File: config.mk
export PLATFORM = sky130hd
export DESIGN_NAME = mem_arbiter_ctrl
export DESIGN_NICKNAME = d
export VERILOG_FILES = /design/src/rtl/mem_arbiter_ctrl.sv
export SDC_FILE = /design/constraint.sdc
export NUM_CORES = 1
export LEC_CHECK = 0
export BUFFER_PORTS_ARGS = -buffer_cell sky130_fd_sc_hd__buf_2
export CORE_UTILIZATION = 50
export DETAILED_ROUTE_END_ITERATION = 12
export HOLD_SLACK_MARGIN = 0.02
export PLACE_DENSITY_LB_ADDON = 0.3
export SLEW_MARGIN = 10
export SYNTH_ARGS = -nofsm -noshare
export SYNTH_HDL_FRONTEND = slang
export SYNTH_SLANG_ARGS = --single-unit
File: constraint.sdc
create_clock -name clk -period 3.2 [get_ports clk]
set_input_delay 0.16 -clock clk [delete_from_list [all_inputs] [get_ports clk]]
set_output_delay 0.16 -clock clk [all_outputs]
set_load 0.02 [all_outputs]
File: src/rtl/mem_arbiter_ctrl.sv
// Shared main-memory sequencer: arbitrates I-fill, D-fill and D write-through stores,
// issues burst reads, steers returned words into the owning cache and pulses completion.
module mem_arbiter_ctrl #(
    parameter int MEM_LATENCY = 4,
    parameter int BURST_LEN   = 8,
    parameter int ADDR_W      = 16
) (
    input  logic                         clk,
    input  logic                         rst_n,
    input  logic                         I_miss_req,
    input  logic [ADDR_W-1:0]            I_miss_addr,
    input  logic                         D_miss_req,
    input  logic [ADDR_W-1:0]            D_miss_addr,
    input  logic                         D_wr_req,
    input  logic [ADDR_W-1:0]            D_wr_addr,
    input  logic [15:0]                  D_wr_data,
    input  logic [15:0]                  mem_data_out,
    input  logic                         mem_data_valid,
    output logic                         mem_enable,
    output logic                         mem_wr,
    output logic [ADDR_W-1:0]            mem_addr,
    output logic [15:0]                  mem_data_in,
    output logic                         I_grant,
    output logic                         D_grant,
    output logic [15:0]                  fill_data,
    output logic [$clog2(BURST_LEN)-1:0] fill_word_idx,
    output logic                         I_fill_we,
    output logic                         D_fill_we,
    output logic                         I_fill_done,
    output logic                         D_fill_done,
    output logic                         wr_done
);

    localparam int IDX_W  = $clog2(BURST_LEN);
    localparam int CNT_W  = IDX_W + 1;
    localparam int WAIT_W = $clog2(MEM_LATENCY + 1);
    localparam logic [ADDR_W-1:0] BLK_MASK = ADDR_W'((1 << (IDX_W + 1)) - 1);

    typedef enum logic [2:0] {IDLE, FILL_I, FILL_D, WRITE, DONE} state_t;

    state_t              state_q;
    logic [ADDR_W-1:0]   addr_q;
    logic [CNT_W-1:0]    issue_q;
    logic [CNT_W-1:0]    recv_q;
    logic [WAIT_W-1:0]   wait_q;
    logic                mem_en_q;
    logic                mem_wr_q;
    logic [ADDR_W-1:0]   mem_addr_q;
    logic [15:0]         mem_din_q;
    logic                i_grant_q;
    logic                d_grant_q;
    logic                i_done_q;
    logic                d_done_q;
    logic                wr_done_q;
    logic                fill_active;

    // Word address inside the block: offset bits replaced, so the add never carries out.
    function automatic logic [ADDR_W-1:0] burst_addr(input logic [ADDR_W-1:0] a,
                                                     input logic [IDX_W-1:0]  idx);
        return (a & ~BLK_MASK) | (ADDR_W'(idx) << 1);
    endfunction

    always_ff @(posedge clk or negedge rst_n) begin
        if (!rst_n) begin
            state_q    <= IDLE;
            addr_q     <= '0;
            issue_q    <= '0;
            recv_q     <= '0;
            wait_q     <= '0;
            mem_en_q   <= 1'b0;
            mem_wr_q   <= 1'b0;
            mem_addr_q <= '0;
            mem_din_q  <= '0;
            i_grant_q  <= 1'b0;
            d_grant_q  <= 1'b0;
            i_done_q   <= 1'b0;
            d_done_q   <= 1'b0;
            wr_done_q  <= 1'b0;
        end else begin
            mem_en_q   <= 1'b0;
            mem_wr_q   <= 1'b0;
            mem_addr_q <= '0;
            mem_din_q  <= '0;
            case (state_q)
                IDLE: begin
                    if (D_wr_req) begin
                        state_q    <= WRITE;
                        addr_q     <= D_wr_addr;
                        d_grant_q  <= 1'b1;
                        wait_q     <= '0;
                        mem_en_q   <= 1'b1;
                        mem_wr_q   <= 1'b1;
                        mem_addr_q <= D_wr_addr;
                        mem_din_q  <= D_wr_data;
                    end else if (D_miss_req) begin
                        state_q    <= FILL_D;
                        addr_q     <= D_miss_addr;
                        d_grant_q  <= 1'b1;
                        issue_q    <= CNT_W'(1);
                        recv_q     <= '0;
                        mem_en_q   <= 1'b1;
                        mem_addr_q <= burst_addr(D_miss_addr, '0);
                    end else if (I_miss_req) begin
                        state_q    <= FILL_I;
                        addr_q     <= I_miss_addr;
                        i_grant_q  <= 1'b1;
                        issue_q    <= CNT_W'(1);
                        recv_q     <= '0;
                        mem_en_q   <= 1'b1;
                        mem_addr_q <= burst_addr(I_miss_addr, '0);
                    end
                end
                FILL_I, FILL_D: begin
                    // Word 0 went out on the grant edge, so issue_q already counts issued words.
                    if (issue_q < CNT_W'(BURST_LEN)) begin
                        mem_en_q   <= 1'b1;
                        mem_addr_q <= burst_addr(addr_q, issue_q[IDX_W-1:0]);
                        issue_q    <= issue_q + 1'b1;
                    end
                    if (mem_data_valid) begin
                        recv_q <= recv_q + 1'b1;
                        if (recv_q == CNT_W'(BURST_LEN - 1)) begin
                            state_q  <= DONE;
                            i_done_q <= (state_q == FILL_I);
                            d_done_q <= (state_q == FILL_D);
                        end
                    end
                end
                WRITE: begin
                    if (wait_q == WAIT_W'(MEM_LATENCY)) begin
                        state_q   <= DONE;
                        wr_done_q <= 1'b1;
                    end else begin
                        wait_q <= wait_q + 1'b1;
                    end
                end
                DONE: begin
                    state_q   <= IDLE;
                    i_grant_q <= 1'b0;
                    d_grant_q <= 1'b0;
                    i_done_q  <= 1'b0;
                    d_done_q  <= 1'b0;
                    wr_done_q <= 1'b0;
                    issue_q   <= '0;
                    recv_q    <= '0;
                    wait_q    <= '0;
                end
                default: state_q <= IDLE;
            endcase
        end
    end

    // Returned words are steered in the cycle they arrive; valid outside a fill is dropped.
    assign fill_active   = mem_data_valid && (state_q == FILL_I || state_q == FILL_D);
    assign I_fill_we     = mem_data_valid && (state_q == FILL_I);
    assign D_fill_we     = mem_data_valid && (state_q == FILL_D);
    assign fill_data     = fill_active ? mem_data_out : '0;
    assign fill_word_idx = fill_active ? recv_q[IDX_W-1:0] : '0;

    assign mem_enable  = mem_en_q;
    assign mem_wr      = mem_wr_q;
    assign mem_addr    = mem_addr_q;
    assign mem_data_in = mem_din_q;
    assign I_grant     = i_grant_q;
    assign D_grant     = d_grant_q;
    assign I_fill_done = i_done_q;
    assign D_fill_done = d_done_q;
    assign wr_done     = wr_done_q;

endmodule
### Word-level counts from Yosys, hierarchy flattened

Cells that the tools add are included.
W data, S select, Z words.

| word-level totals | value |
|---|---|
| flip-flop bits (word level) | 69 |
| bits in latches | 0 |
| RAM bits | 0 |
| bits in read-only memories | 0 |
| bits of input ports | 86 |
| output and inout port bits | 60 |
| word-level logic and storage cells | 112 |
| memories | 0 |

| operators by class | value |
|---|---|
| add/subtract/negate cells | 3 |
| multiply operators | 0 |
| div/mod/pow operators | 0 |
| $lt $le $gt $ge | 1 |
| equal/unequal tests | 18 |
| shift-type cells | 0 |
| multiplexer cells | 54 |
| bitwise logic cells | 1 |
| reductions and logical operators | 21 |

Operator list:

| cell | number |
|---|---|
| $mux W16 | 10 |
| $mux W4 | 8 |
| $pmux W16 S2 | 1 |
| $mux W3 | 9 |
| $pmux W4 S3 | 2 |
| $ne A2 B2 Y1 const B | 9 |
| $pmux W3 S3 | 2 |
| $mux W1 | 16 |
| $or A16 B4 Y16 | 1 |
| $reduce_and A4 Y1 | 4 |
| $pmux W1 S2 | 6 |
| $reduce_bool A3 Y1 | 3 |
| $add A4 B1 Y4 const B | 2 |
| $eq A3 B2 Y1 const B | 2 |
| $eq A3 B3 Y1 const B | 2 |
| $ne A3 B3 Y1 const B | 2 |
| $reduce_and A2 Y1 | 3 |
| $reduce_and A3 Y1 | 2 |
| $reduce_bool A2 Y1 | 3 |
| $eq A4 B3 Y1 const B | 1 |
| $lt A4 B4 Y1 const B | 1 |
| $ne A4 B4 Y1 const B | 1 |
| $add A3 B1 Y3 const B | 1 |
| $eq A3 B1 Y1 const B | 1 |
| 4 further kinds | 6 |

### Longest topological paths before layout

Gate-level depths: netlist (run 1).

| depth | value |
|---|---|
| depth in word-level cells | 4 |
| depth in mapped cells | 7 |
| gate-level depth less buffers | 6 |

### Worst setup path after synthesis (run 1)

OpenSTA, ideal clock, no wires.

| timing path | value |
|---|---|
| kind | register to output |
| from | reg state_q[2] |
| to | out fill_data[10] |
| arrival | 1337 ps |
| required time | 3040 ps |
| slack | 1703 ps |
| stages on the path, launching flop included | 6 |
| path buffers | 2 |
| path through | dfrtp_1 > buf_4 > nand2b_4 > nor2_1 > clkbuf_1 > and2_1 |

| between the ends | value |
|---|---|
| cells in the longest elaborated chain, start to end | 4 |
| elaborated cells on any way between the ends | 5 |
| those cells by class | eq/ne: 2; mux: 1; reduce/logical: 2 |

Ends and longest elaborated chain:

| what | RTL line | RTL |
|---|---|---|
| start, declared | 41 | `state_t state_q;` |
| start signal, assigned | 65 | `state_q <= IDLE;` |
| start signal, assigned | 87 | `state_q <= WRITE;` |
| start signal, assigned | 96 | `state_q <= FILL_D;` |
| $eq A3 B1 Y1 or $eq A3 B2 Y1 (tied branches) | 154 | `assign fill_active = mem_data_valid && (state_q == FILL_I \|\| state_q == FILL_D);` |
| $logic_or A1 B1 Y1 * | 154 |  |
| $logic_and A1 B1 Y1 * | 154 |  |
| $mux W16 * | 157 | `assign fill_data = fill_active ? mem_data_out : '0;` |
| end, declared | 25 | `output logic [15:0] fill_data,` |

Every way passes the cells marked *; elsewhere a longest branch is shown, timed or not.

### Worst setup path after layout (run 1)

| timing path | value |
|---|---|
| from | reg state_q[1] |
| to | out fill_data[5] |

Same word-level chain as after synthesis.

==> results of run 1 <==
==> cells in the final DEF (no fill, tap or decap), types with 2 or more instances in the layout <==
master         Yosys  layout
a31oi_1            2       2
clkinv_2           0       2
nor2b_1            5       5
a21oi_1            7       7
dlygate4sd3_1      0      10
nor3_1             7       7
o22ai_1            2       2
nand3_1            3       3
xnor2_1            2       2
and2_1            37      37
inv_2              2       2
o31ai_1            3       3
nor2_1             8       8
nand2b_1           3       3
dfrtp_1           65      65
ha_1               4       4
clkbuf_8           0      10
inv_1             10      10
and3_1            12      12
o21ai_1            2       2
nand2_1           10      10
a22o_1             3       3
a221o_1           12      12
buf_4              3       3
clkinvlp_4         0       2
buf_2              7     137
o21ai_0           10      10
a21o_1            24      24
==> state kept, by name, indices dropped and copies added, names as in the netlist <==
signal and count:
wait_q 3, D_grant 1, addr_q 12, mem_addr 16
mem_enable 1, issue_q 4, mem_wr 1, mem_data_in 16
I_fill_done 1, wr_done 1, recv_q 4, D_fill_done 1
state_q 3, I_grant 1
==> worst reg2reg max path, stage by stage, from the launching register on <==
cell	delay, ns
dfrtp_1	0.81
xnor2_4	0.25
nor2_1	0.72
nor2_1	0.08
a21oi_1	0.13
==> cells by family (layout without fill, tap and decap cells) <==
kind of cell	after synthesis	in the layout
simple gates	98	98
compound gates	76	76
flops	65	65
buf+inv	28	178
fa+ha+maj	5	5
xor+xnor	3	3
mux	1	1
==> stage by stage <==
stage | instances | utilization [%] | total power [uW] | instance area [um2]
after floorplan | 276 | - | 2664 | 3060
after global placement | 475 | 63.76 | 3083 | 3775
after detailed placement | 475 | 63.76 | 3144 | 3775
after CTS | 501 | 68.49 | 3785 | 4055
after global routing | 501 | 68.49 | 4033 | 4055
final | 501 | 68.49 | 3755 | 4055
==> worst min path at each step <==
stage                     depth (start not counted)  slack, ns              end
after floorplan                                   0      -0.14      D_fill_done
after global placement                            1       0.37   mem_data_in[6]
after detailed placement                          2       0.37   mem_data_in[4]
after CTS                                         2       0.02   mem_data_in[6]
after global routing                              2       0.02  mem_data_in[12]
final                                             2       0.03   mem_data_in[6]
==> per-layer routing <==
| layer | vias up | track usage, % |
|---|---|---|
| li1 | 1273 | - |
| met1 | 1207 | 28.73 |
| met2 | 81 | 36.67 |
| met3 | 17 | 5.114 |
| met4 | 0 | 13.57 |
| met5 | - | 0 |
==> cell type report <==
class                      instances  area (um2)  share of cell area, %
clock buffer                      10       137.6                  3.394
clock inverter                     6       42.54                  1.049
inverter                          12       45.04                  1.111
multi-input combinational        183        1301                  32.09
sequential                        65        1627                  40.11
tap                               75       93.84                  2.314
timing repair buffer             150       808.3                  19.93
==> power breakdown <==
group / internal [uW] / total [uW] / switching [uW] / leakage, uW
Combinational: 736 / 1750 / 1010 / 0.00136
Sequential: 1120 / 1370 / 252 / 0.000836
Clock: 303 / 633 / 330 / 0.0000887
Total: 2160 / 3750 / 1590 / 0.00228
==> repair_timing <==
item | CTS | global route
setup endpoints to repair | 0 | 0
gates resized for setup | 0 | 0
hold buffers | 10 | 0
endpoints found under the hold margin | 48 | 0
==> flow_summary.json, run 1 <==
{
  "hold_slack_ns": 0.02654,
  "worst_pin_slew_ns": 0.9987,
  "wl_met2_um": 3282,
  "grt_util_all_layers_pct": 23.05,
  "ant_nets": 0,
  "hpwlAfterDp_um": 4889,
  "worst_slack_ns": 0.5473,
  "synthMuxAreaShare_pct": 0.3271,
  "io_pins": 146,
  "synth_top_area_share_pct": 53.15,
  "wl_met1_um": 2999,
  "drt_pass1_iterations": 4,
  "slew_headroom_pct": 33.42,
  "synth_warnings": 0,
  "clk_latency_ns": 0.34,
  "cpMaxStageDelayCell": "dfrtp_1",
  "cts.sinks": 65,
  "synth_top_family_by_area": "simple AND/OR/NAND/NOR gates",
  "synth_flop_cell": "dfrtp_1",
  "r2r-start": "state_q[1]",
  "core_mm2": 0.005921,
  "power_leakage_uw": 0.002281,
  "cp_data_required_time_ns": 3.04,
  "critPathArrivalTime_ns": 2.49,
  "dieArea_mm2": 0.006438,
  "r2r_slack_ns": 1.16,
  "pre_cts_ws_ns": 0.9308,
  "vias": 2578,
  "rsz0062_at_grt": "no",
  "ys_seq_area_share_pct": 53.15,
  "slowest_delay_ns": 0.81,
  "synth_top_cell_by_area": "dfrtp_1",
  "num_rows": 28,
  "dr.max_layer_used": "met4",
  "synthArstFlopShare_pct": 100.0,
  "postSynthCellCount": 276,
  "die_h_um": 80.24,
  "synth_seq_cells": 65,
  "hold_viol": 0,
  "hold_path_startpoint": "D_wr_data[6]",
  "grt-ovfl-total": 0,
  "maxSlewViolCount": 0,
  "synthTopCellsByArea": "dfrtp_1 (53%), and2_1 (7.6%), a21o_1 (5.9%)",
  "diodes": 0,
  "drt_iter0_markers": 142,
  "synth_nets": 366,
  "antenna_found_initial": 0,
  "status": "finished clean",
  "grt_max_degree": 48,
  "drive_above_1_share_pct": 39.91,
  "fin_nets": 511,
  "htree_levels": 3,
  "crit_type": "flip-flop to output port",
  "r2r_cells": 4,
  "die_w_um": 80.24,
  "avgSynthCellArea_um2": 11.09,
  "critPathTopFamily": "simple AND/OR/NAND/NOR gates",
  "cp.depth": 4,
  "clock_path_buffers": 2,
  "drc_errors": 0,
  "fillers": 480,
  "synth_compound_area_share_pct": 18.56,
  "critPathMaxFanout": 20,
  "cts_tree": "done",
  "start_util_pct": 51.69,
  "yosys-top-cells-count": "dfrtp_1 (65), and2_1 (37), a21o_1 (24)",
  "synthAdderAreaFrac_pct": 1.962,
  "root_buffer": "clkbuf_8",
  "syn_to_final_growth_pct": 32.50,
  "post-cts-setup-buffer-count": 0,
  "critPathLaunch": "state_q[1]",
  "synth-edff-count": 0,
  "synth.distinct_cells": 53,
  "max_freq_mhz": 377.0,
  "vias_per_cell": 5.146,
  "netlist_area_mm2": 0.003060,
  "regToRegEndpoint": "recv_q[0]",
  "fin_crit_ns": 2.653,
  "startpoint_type": "flip-flop",
  "synth-simple-area-share_pct": 20.20,
  "synth_xor_area_share_pct": 1.472,
  "clkSlewWorstSetupHoldPaths_ns": 0.07,
  "routed_wl_um": 6840,
  "cp_cell_sequence": "xnor2_4 -> nor2_1 -> and2_1 -> buf_2",
  "synthMostInstantiatedCell": "dfrtp_1",
  "period_share_pct": 82.90,
  "wl_met3_um": 377,
  "grt_pass1_wl_um": 11120,
  "setup.worst_path.end": "fill_data[5]",
  "clock_skew_ns": 0.007578,
  "max-cap-violations": 0,
  "worstHoldPathType": "input port to flip-flop",
  "cts_buffers": 9,
  "tns_ns": 0,
  "peakVddDrop_mv": 0.4774,
  "cp-end-kind": "output port",
  "place.gp.congestion": 0.8785,
  "first_global_vias": 2462,
  "port_buffers": 137,
  "cp_num_buf_inv": 1,
  "p_per_area_mw_per_mm2": 926.0,
  "setup_viol": 0,
  "wl_per_cell_um": 13.65
}
(Power assumes the default switching activity.)
==> run 2: changes to the inputs <==
CORE_UTILIZATION = 46   (was 50)
clock period = 2.5 ns   (was 3.2 ns; I/O delays follow)
==> flow_summary.json, run 2 (same netlist as run 1, synthesis figures left out) <==
{
  "status": "finished clean",
  "critPathLaunch": "state_q[2]",
  "core_mm2": 0.006386,
  "r2r_cells": 5,
  "vias": 2629,
  "startpoint_type": "flip-flop",
  "first_global_vias": 2679,
  "post-cts-setup-buffer-count": 0,
  "crit_type": "flip-flop to output port",
  "grt_max_degree": 66,
  "root_buffer": "clkbuf_8",
  "r2r-start": "state_q[1]",
  "rsz0062_at_grt": "no",
  "dieArea_mm2": 0.006983,
  "io_pins": 146,
  "maxSlewViolCount": 0,
  "place.gp.congestion": 0.8341,
  "cts_tree": "done",
  "routed_wl_um": 7298,
  "drc_errors": 0,
  "start_util_pct": 47.92,
  "final_cell_mix": "buf_2 (137), dfrtp_1 (65), and2_1 (37)",
  "regToRegEndpoint": "addr_q[5]",
  "peakVddDrop_mv": 0.6869,
  "clk_latency_ns": 0.33,
  "clock_path_buffers": 2,
  "fin_crit_ns": 2.129,
  "vias_per_cell": 5.066,
  "critPathArrivalTime_ns": 2.00,
  "clkSlewWorstSetupHoldPaths_ns": 0.07,
  "r2r_slack_ns": 0.65,
  "port_buffers": 137,
  "fillers": 517,
  "drt_pass1_iterations": 4,
  "drive_above_1_share_pct": 39.59,
  "regArea_mm2": 0.001627,
  "critPathMaxFanout": 20,
  "wl_per_cell_um": 14.06,
  "setup.worst_path.end": "fill_data[0]",
  "die_w_um": 83.57,
  "clock_skew_ns": 0.006817,
  "worstHoldPathType": "input port to flip-flop",
  "period_share_pct": 85.17,
  "grt_util_all_layers_pct": 22.51,
  "tns_ns": 0,
  "hold_path_startpoint": "D_miss_addr[4]",
  "slew_headroom_pct": 46.22,
  "grt-ovfl-total": 0,
  "ant_nets": 0,
  "htree_levels": 3,
  "num_rows": 29,
  "max_freq_mhz": 469.7,
  "max-cap-violations": 0,
  "hpwlAfterDp_um": 4910,
  "stdcell_count": 519,
  "worst_pin_slew_ns": 0.8066,
  "cts_buffers": 9,
  "diodes": 0,
  "cp-end-kind": "output port",
  "cts.sinks": 65,
  "finalPower_uw": 5049,
  "cp_data_required_time_ns": 2.38,
  "grt_pass1_wl_um": 12600,
  "power_leakage_uw": 0.002369,
  "drt_iter0_markers": 93,
  "multiInputGateArea_mm2": 0.001301,
  "die_h_um": 83.57,
  "p_per_area_mw_per_mm2": 1190,
  "final_common_cell": "buf_2",
  "antenna_found_initial": 0,
  "worst_slack_ns": 0.3708,
  "dp_cells": 482,
  "setup_viol": 0,
  "hold_viol": 0,
  "hold_slack_ns": 0.1262,
  "fin_nets": 527,
  "syn_to_final_growth_pct": 38.63,
  "pre_cts_ws_ns": 0.6542
}
run 2: changes by cell type in the layout (fill, tap and decap cells not counted), sizes merged:
cell	delta
buf	+5
bufinv	+2
clkbuf	-1
clkinv	-1
dlygate4sd3	+11
run 2: area by class of cell:
| cell class | count | share of cell area [%] |
|---|---|---|
| flip-flops and latches | 65 | 38.34 |
| multi-input cells | 183 | 30.67 |
| repair buffers | 166 | 22.53 |
| clock buffers | 9 | 2.919 |
| well taps | 77 | 2.271 |
| clock inverters | 7 | 2.212 |
| inverters | 12 | 1.062 |
run 2: worst min path at each step:
stage / cells after the start / end / slack [ns]
detailed placement: 2 / mem_data_in[1] / 0.34
CTS: 3 / addr_q[12] / 0.12
finish: 3 / mem_addr[4] / 0.13
global route: 3 / addr_q[12] / 0.11
global placement: 2 / mem_data_in[5] / 0.33
floorplan: 0 / D_fill_done / -0.17
run 2: metal layers:
layer | global-route usage, % | wire length, um
met2 | 37.47 | 3675
met1 | 29.24 | 3166
met5 | 0 | 0
met4 | 5.701 | 105
met3 | 6.034 | 350
run 2: through the flow:
stage,util (%),instance area (um2)
final,66.44,4243
after global routing,66.44,4243
after CTS,66.44,4243
after detailed placement,59.74,3815
after global placement,59.74,3815
after floorplan,-,3060
run 2: critical path: stages, from the launching register on:
cell and delay (ns):
dfrtp_1 0.66, buf_4 0.26, nand2b_4 0.17, nor2_1 0.05, buf_4 0.19, and2_1 0.17
buf_2 0.15
run 2: repair_timing:
item,4_1_cts,5_1_grt
hold buffers,21,0
endpoints found under the hold margin,85,0
endpoints found under the setup margin,0,0
resized for setup,0,0
run 2: power breakdown:
group          total (uW)  leakage [uW]  switching (uW)  internal (uW)
combinational        2370       0.00143            1370           1000
clock                 969      0.000106             409            561
sequential           1710      0.000836             269           1440
total                5050       0.00237            2050           3000
